`src/rtl/branch_resolver.sv`:
```
// branch_resolver: in-order queue of fetch-side branch predictions,
// checked against EX outcomes to drive redirects and predictor training.
module branch_resolver #(
   parameter int DEPTH  = 8,
   parameter int ADDR_W = 32
) (
   input  logic              clk,
   input  logic              rst,
   input  logic              rdy,
   input  logic              push_valid_i,
   input  logic [ADDR_W-1:0] push_pc_i,
   input  logic              push_pred_taken_i,
   input  logic [ADDR_W-1:0] push_pred_target_i,
   output logic              full_o,
   input  logic              resolve_valid_i,
   input  logic              resolve_taken_i,
   input  logic [ADDR_W-1:0] resolve_target_i,
   output logic              jump_enable_o,
   output logic [ADDR_W-1:0] jump_pc_o,
   output logic              is_branch_o,
   output logic              branch_taken_o,
   output logic [ADDR_W-1:0] branch_pc_o,
   output logic [ADDR_W-1:0] branch_target_o,
   output logic [31:0]       branch_cnt_o,
   output logic [31:0]       mispredict_cnt_o,
   output logic              err_o
);

   localparam int IW = $clog2(DEPTH);
   localparam int PW = IW + 1;

   typedef enum logic {
      RUN   = 1'b0,
      FLUSH = 1'b1
   } state_t;

   state_t            state_q, state_d;
   logic [PW-1:0]     head_q, head_d;
   logic [PW-1:0]     tail_q, tail_d;
   logic              je_q, je_d;
   logic [ADDR_W-1:0] jpc_q, jpc_d;
   logic              isb_q, isb_d;
   logic              btk_q, btk_d;
   logic [ADDR_W-1:0] bpc_q, bpc_d;
   logic [ADDR_W-1:0] btg_q, btg_d;
   logic [31:0]       bcnt_q, bcnt_d;
   logic [31:0]       mcnt_q, mcnt_d;
   logic              err_q, err_d;

   logic [ADDR_W-1:0] pc_mem [DEPTH];
   logic              tk_mem [DEPTH];
   logic [ADDR_W-1:0] tg_mem [DEPTH];

   logic              empty, full, run;
   logic              pop, mispred, push_ok;
   logic [ADDR_W-1:0] h_pc, h_tg;
   logic              h_tk;
   logic [PW-1:0]     head_nx;

   // Queue status, head entry lookup and per-cycle pop/push decisions
   always_comb begin
      empty   = (head_q == tail_q);
      full    = (head_q[IW-1:0] == tail_q[IW-1:0]) &&
                (head_q[IW] != tail_q[IW]);
      run     = (state_q == RUN);
      h_pc    = pc_mem[head_q[IW-1:0]];
      h_tk    = tk_mem[head_q[IW-1:0]];
      h_tg    = tg_mem[head_q[IW-1:0]];
      head_nx = head_q + PW'(1);
      pop     = rdy && resolve_valid_i && run && !empty;
      mispred = pop && ((resolve_taken_i != h_tk) ||
                (resolve_taken_i && (resolve_target_i != h_tg)));
      push_ok = rdy && push_valid_i && run && !mispred &&
                (!full || pop);
   end

   // Next-state for pointers, FSM, feedback outputs and counters
   always_comb begin
      state_d = state_q;
      head_d  = head_q;
      tail_d  = tail_q;
      je_d    = je_q;
      jpc_d   = jpc_q;
      isb_d   = isb_q;
      btk_d   = btk_q;
      bpc_d   = bpc_q;
      btg_d   = btg_q;
      bcnt_d  = bcnt_q;
      mcnt_d  = mcnt_q;
      err_d   = err_q;
      if (rdy) begin
         state_d = mispred ? FLUSH : RUN;
         je_d    = mispred;
         isb_d   = pop;
         if (pop) begin
            head_d = head_nx;
            btk_d  = resolve_taken_i;
            bpc_d  = h_pc;
            btg_d  = resolve_target_i;
            bcnt_d = bcnt_q + 32'd1;
         end
         if (mispred) begin
            tail_d = head_nx;
            jpc_d  = resolve_taken_i ? resolve_target_i
                                     : h_pc + ADDR_W'(4);
            mcnt_d = mcnt_q + 32'd1;
         end else if (push_ok) begin
            tail_d = tail_q + PW'(1);
         end
         if (resolve_valid_i && !pop)
            err_d = 1'b1;
      end
   end

   // Prediction storage; contents only matter between tail and head
   always_ff @(posedge clk) begin
      if (push_ok) begin
         pc_mem[tail_q[IW-1:0]] <= push_pc_i;
         tk_mem[tail_q[IW-1:0]] <= push_pred_taken_i;
         tg_mem[tail_q[IW-1:0]] <= push_pred_target_i;
      end
   end

   // State registers with synchronous active-low reset
   always_ff @(posedge clk) begin
      if (!rst) begin
         state_q <= RUN;
         head_q  <= '0;
         tail_q  <= '0;
         je_q    <= 1'b0;
         jpc_q   <= '0;
         isb_q   <= 1'b0;
         btk_q   <= 1'b0;
         bpc_q   <= '0;
         btg_q   <= '0;
         bcnt_q  <= '0;
         mcnt_q  <= '0;
         err_q   <= 1'b0;
      end else begin
         state_q <= state_d;
         head_q  <= head_d;
         tail_q  <= tail_d;
         je_q    <= je_d;
         jpc_q   <= jpc_d;
         isb_q   <= isb_d;
         btk_q   <= btk_d;
         bpc_q   <= bpc_d;
         btg_q   <= btg_d;
         bcnt_q  <= bcnt_d;
         mcnt_q  <= mcnt_d;
         err_q   <= err_d;
      end
   end

   assign full_o           = full;
   assign jump_enable_o    = je_q;
   assign jump_pc_o        = jpc_q;
   assign is_branch_o      = isb_q;
   assign branch_taken_o   = btk_q;
   assign branch_pc_o      = bpc_q;
   assign branch_target_o  = btg_q;
   assign branch_cnt_o     = bcnt_q;
   assign mispredict_cnt_o = mcnt_q;
   assign err_o            = err_q;

endmodule

```
`config.mk`:
```
export PLATFORM = sky130hd
export DESIGN_NAME = branch_resolver
export DESIGN_NICKNAME = d
export VERILOG_FILES = /design/src/rtl/branch_resolver.sv
export SDC_FILE = /design/constraint.sdc
export NUM_CORES = 1
export LEC_CHECK = 0
export ABC_AREA = 1
export CAP_MARGIN = 20
export CORE_MARGIN = 2
export CORE_UTILIZATION = 45
export CTS_BUF_LIST = sky130_fd_sc_hd__clkbuf_4 sky130_fd_sc_hd__clkbuf_8
export DETAILED_ROUTE_END_ITERATION = 10
export GPL_TIMING_DRIVEN = 1
export SLEW_MARGIN = 25
export SYNTH_ARGS = -nofsm -noshare
export SYNTH_HDL_FRONTEND = slang
export SYNTH_SLANG_ARGS = --single-unit
export TNS_END_PERCENT = 10
```
`constraint.sdc`:
```
create_clock -name clk -period 14.13 [get_ports clk]
set_input_delay 2.826 -clock clk [delete_from_list [all_inputs] [get_ports clk]]
set_output_delay 2.826 -clock clk [all_outputs]
set_load 0.005 [all_outputs]
```
==> results summary <==
The async set-or-reset flop fraction in the synthesized netlist is 0%. The post-synthesis sequential area ratio came out at 63.5%. The worst path uses 45.9% of the clock period. The type of the worst setup path is input pin to flop. A synthesized cell averages 9.67 µm². In the routed design, unresolved DRC markers number 0. From bottom edge to top edge, the die measures 263 µm. In this run, distinct cell masters in the synthesized netlist total 43.

STA classifies the critical path startpoint as an input pin. The worst voltage drop across the vdd grid is 0.0790 mV. After detailed routing, the average wire length per cell comes to 21.0 µm. The total cell area at the placement stage is 33,400 µm².

After clock tree synthesis, the clock-pin slew on the worst setup and hold paths is 0.06 ns. Buffers placed on the I/O ports in this run total 267. The pre-CTS setup slack came out at 7.00 ns. After clock tree synthesis, the flow added hold-fix buffers numbering 0. The first routing iteration left 2,357 violations. The residual overflow from global routing came out at 0. The area share of the largest cell type after synthesis is 51.8%. The post-CTS setup buffer count came out at 0.

The post-synthesis instance area came out at 30,100 µm². The overall routing resource usage is 26.0%. The number of CTS-inserted buffers came out at 114. Tracing the worst setup path back leads to its startpoint at resolve_taken_i.

The congestion estimate from routability-driven global placement came to 0.909. The leakage dissipation came out at 13.3 nW. The most critical setup path has its endpoint at pc_mem[6][14]. The worst max-slew margin expressed relative to the limit came out at 26.0%. The initial core utilization came out at 45.6%.

The endpoint identified for the worst register-to-register timing path is pc_mem[6][14]. The flop-to-flop setup slack came out at 8.16 ns. The number of cells on the worst reg-to-reg path is 18. The setup TNS is 0 ns. The number of fillers in the final layout is 5,869. The largest net degree at the start of global routing is 201.

The first-pass GRT wire length is 136,000 µm. The maximum root-to-sink buffer count came out at 3. The time the worst path needs with I/O delays and setup came out at 6.49 ns. The number of I/O pins is 268. The run finished with clean final reports. The max-cap check violation count is 0. The final hold violation count is 0. The number of iterations in the first detailed-routing pass is 7. The setup slack after layout came out at 7.64 ns.

The clock drives 695 sinks. The insertion delay to the later sink of the worst-skew pair is 0.72 ns. After synthesis, the cell types taking the most area are sky130_fd_sc_hd__edfxtp_1 (52%), sky130_fd_sc_hd__dfxtp_1 (12%), sky130_fd_sc_hd__nand2_1 (8.3%).

The number of antenna violations at the first check in global routing is 12. The worst setup path is captured at a flop. At the worst endpoint, the arrival time is 6.80 ns. Setup violations remaining at the end of the flow were counted as 0. The total die area is 69,000 µm². The final HPWL from detailed placement is 58,300 µm. For this run, the post-layout net count is 3,477. The remaining antenna violation count came out at 0.

The combined area of the multi-input logic cells came out at 9200 µm². The die width came out at 263 µm. Summed over all instances, the cell type with the most area after synthesis is sky130_fd_sc_hd__edfxtp_1. CTS built an H-tree with a depth of 3.

The slew of the pin with the lowest slew margin came out at 1.11 ns. The clock root buffer is sky130_fd_sc_hd__clkbuf_8. Setup repair after global routing left no endpoint under its margin.

The detail-routed via count per cell came out at 5.35. The CTS tree is done. The highest net fanout along the worst path is 64.

For the final database, setup skew stands at 0.0389 ns. The worst hold path belongs to the class flop to flop. In the final layout, the share of cells above drive strength 1 is 8.39%. The total power consumption of the routed design came out at 5.58 mW.

The required time at the endpoint of the critical path is 14.45 ns. The maximum clock rate is 0.154 GHz. The count of flip-flops with a built-in enable after synthesis came out at 520. The total power divided by cell area came out at 156 nW/µm². The area overhead of the layout relative to synthesis is 18.7%. The total number of vias is 23,200. The number of global-route vias before repair is 22,000. Row generation in the floorplan step produced 94 rows.

The number of cells produced by synthesis is 3,114. The max-slew violation count was 0. In the synthesized netlist the dominant register cell turns out to be sky130_fd_sc_hd__edfxtp_1. The post-cts repair resize count came out at 0. The final non-filler cell area is 35,700 µm². The flip-flop and latch area came out at 19,100 µm². After floorplanning, the core was sized to cover 66,000 µm².

In this run, synthesis produced a sequential element count of 695. The total number of yosys warnings came out at 0. The sum of routed wire length over all layers is 91,100 µm. When the netlist entered floorplanning its net count stood at 3,222.
==> stage by stage <==
stage	hold slack (ns)	utilization, %	cells
floorplan	0.455	-	3114
global placement	0.452	50.5	4117
detailed placement	0.456	50.6	4117
CTS	0.465	54.2	4334
global route	0.492	54.2	4336
finish	0.468	54.2	4338
==> cell type report <==
class                   instances  share of cell area [%]
flip-flops and latches        695                    53.5
multi-input cells            1991                    25.7
repair buffers                298                    8.20
clock buffers                 173                    5.84
well taps                     864                    3.02
inverters                     269                    2.86
clock inverters                44                   0.823
diodes                          4                  0.0280
==> critical path: stages <==
cell                              delay (ns)
sky130_fd_sc_hd__clkdlybuf4s50_1        0.48
sky130_fd_sc_hd__buf_4                  0.40
sky130_fd_sc_hd__nand3_1                0.14
sky130_fd_sc_hd__nor2_1                 0.11
sky130_fd_sc_hd__nand2_1                0.06
sky130_fd_sc_hd__nor2_1                 0.08
sky130_fd_sc_hd__nand2_1                0.06
sky130_fd_sc_hd__nor2_1                 0.13
sky130_fd_sc_hd__nand3_1                0.23
sky130_fd_sc_hd__nand2_2                0.13
sky130_fd_sc_hd__buf_4                  0.56
sky130_fd_sc_hd__nand2_1                0.20
sky130_fd_sc_hd__nor4_2                 0.19
sky130_fd_sc_hd__buf_4                  0.39
sky130_fd_sc_hd__buf_4                  0.70
==> synth_stat cells, drive strengths merged, types with 5 or more instances <==
master    n
a31oi     6
o22ai    35
nand3   177
inv     266
nor4     16
nand2   667
ha        5
nand4    11
o21ai   355
nand3b   10
nor2    443
nor3     51
edfxtp  520
clkbuf   78
o211ai    8
dfxtp   175
xor2     31
buf      81
a211oi   11
a21oi   134
xnor2    16
==> cell families (layout without fill, tap and decap cells) <==
group / after synthesis / count (layout) / share of synthesized area (%)
xor+xnor: 47 / 47 / 1.37
simple gates: 1382 / 1382 / 18.8
compound gates: 553 / 553 / 9.82
other cells: 0 / 4 / 0
buf+inv: 428 / 784 / 6.17
flops: 695 / 695 / 63.5
fa+ha+maj: 5 / 5 / 0.208
mux: 4 / 4 / 0.133
==> worst min path at each step <==
stage	startpoint	endpoint	slack (ns)	cells after the start
2_1_floorplan	branch_cnt_o[31]	branch_cnt_o[31]	0.46	2
5_1_grt	branch_pc_o[0]	branch_pc_o[0]	0.49	2
6_report	branch_pc_o[0]	branch_pc_o[0]	0.47	2
4_1_cts	branch_pc_o[0]	branch_pc_o[0]	0.46	2
3_5_place_dp	branch_pc_o[0]	branch_pc_o[0]	0.46	2
3_3_place_gp	is_branch_o	is_branch_o	0.45	2
==> layout by cell type (no fill, tap or decap), drive strengths merged, types with 51 or more instances in the layout <==
master         instances
nor2                 443
nor3                  51
a21oi                134
o21ai                355
clkdlybuf4s50        266
nand2                667
edfxtp               520
inv                  269
clkbuf               173
dfxtp                175
nand3                177
==> routing by layer <==
| layer | vias to the layer above | wire length, µm | GRT usage [%] |
|---|---|---|---|
| li1 | 11000 | - | - |
| met1 | 11100 | 39400 | 36.0 |
| met2 | 932 | 41300 | 40.2 |
| met3 | 145 | 7350 | 5.11 |
| met4 | 12 | 2980 | 10.8 |
| met5 | - | 80 | 0 |
==> registers in the layout, indices dropped and copies added (netlist names), named ones only <==
register and cells:
branch_cnt_o 32, tk_mem 8, tail_q 4, tg_mem 256, state_q 1, pc_mem 256
branch_pc_o 32, branch_target_o 32, is_branch_o 1, mispredict_cnt_o 32, err_o 1, branch_taken_o 1
head_q 4, jump_pc_o 32
==> report_power, final <==
part           switching (mW)  leakage [nW]  internal (mW)
clock                   0.801          1.27           1.00
combinational           0.943          5.92          0.428
sequential             0.0929          6.12           2.32
total                    1.84          13.3           3.75
(Power assumes the default switching activity.)
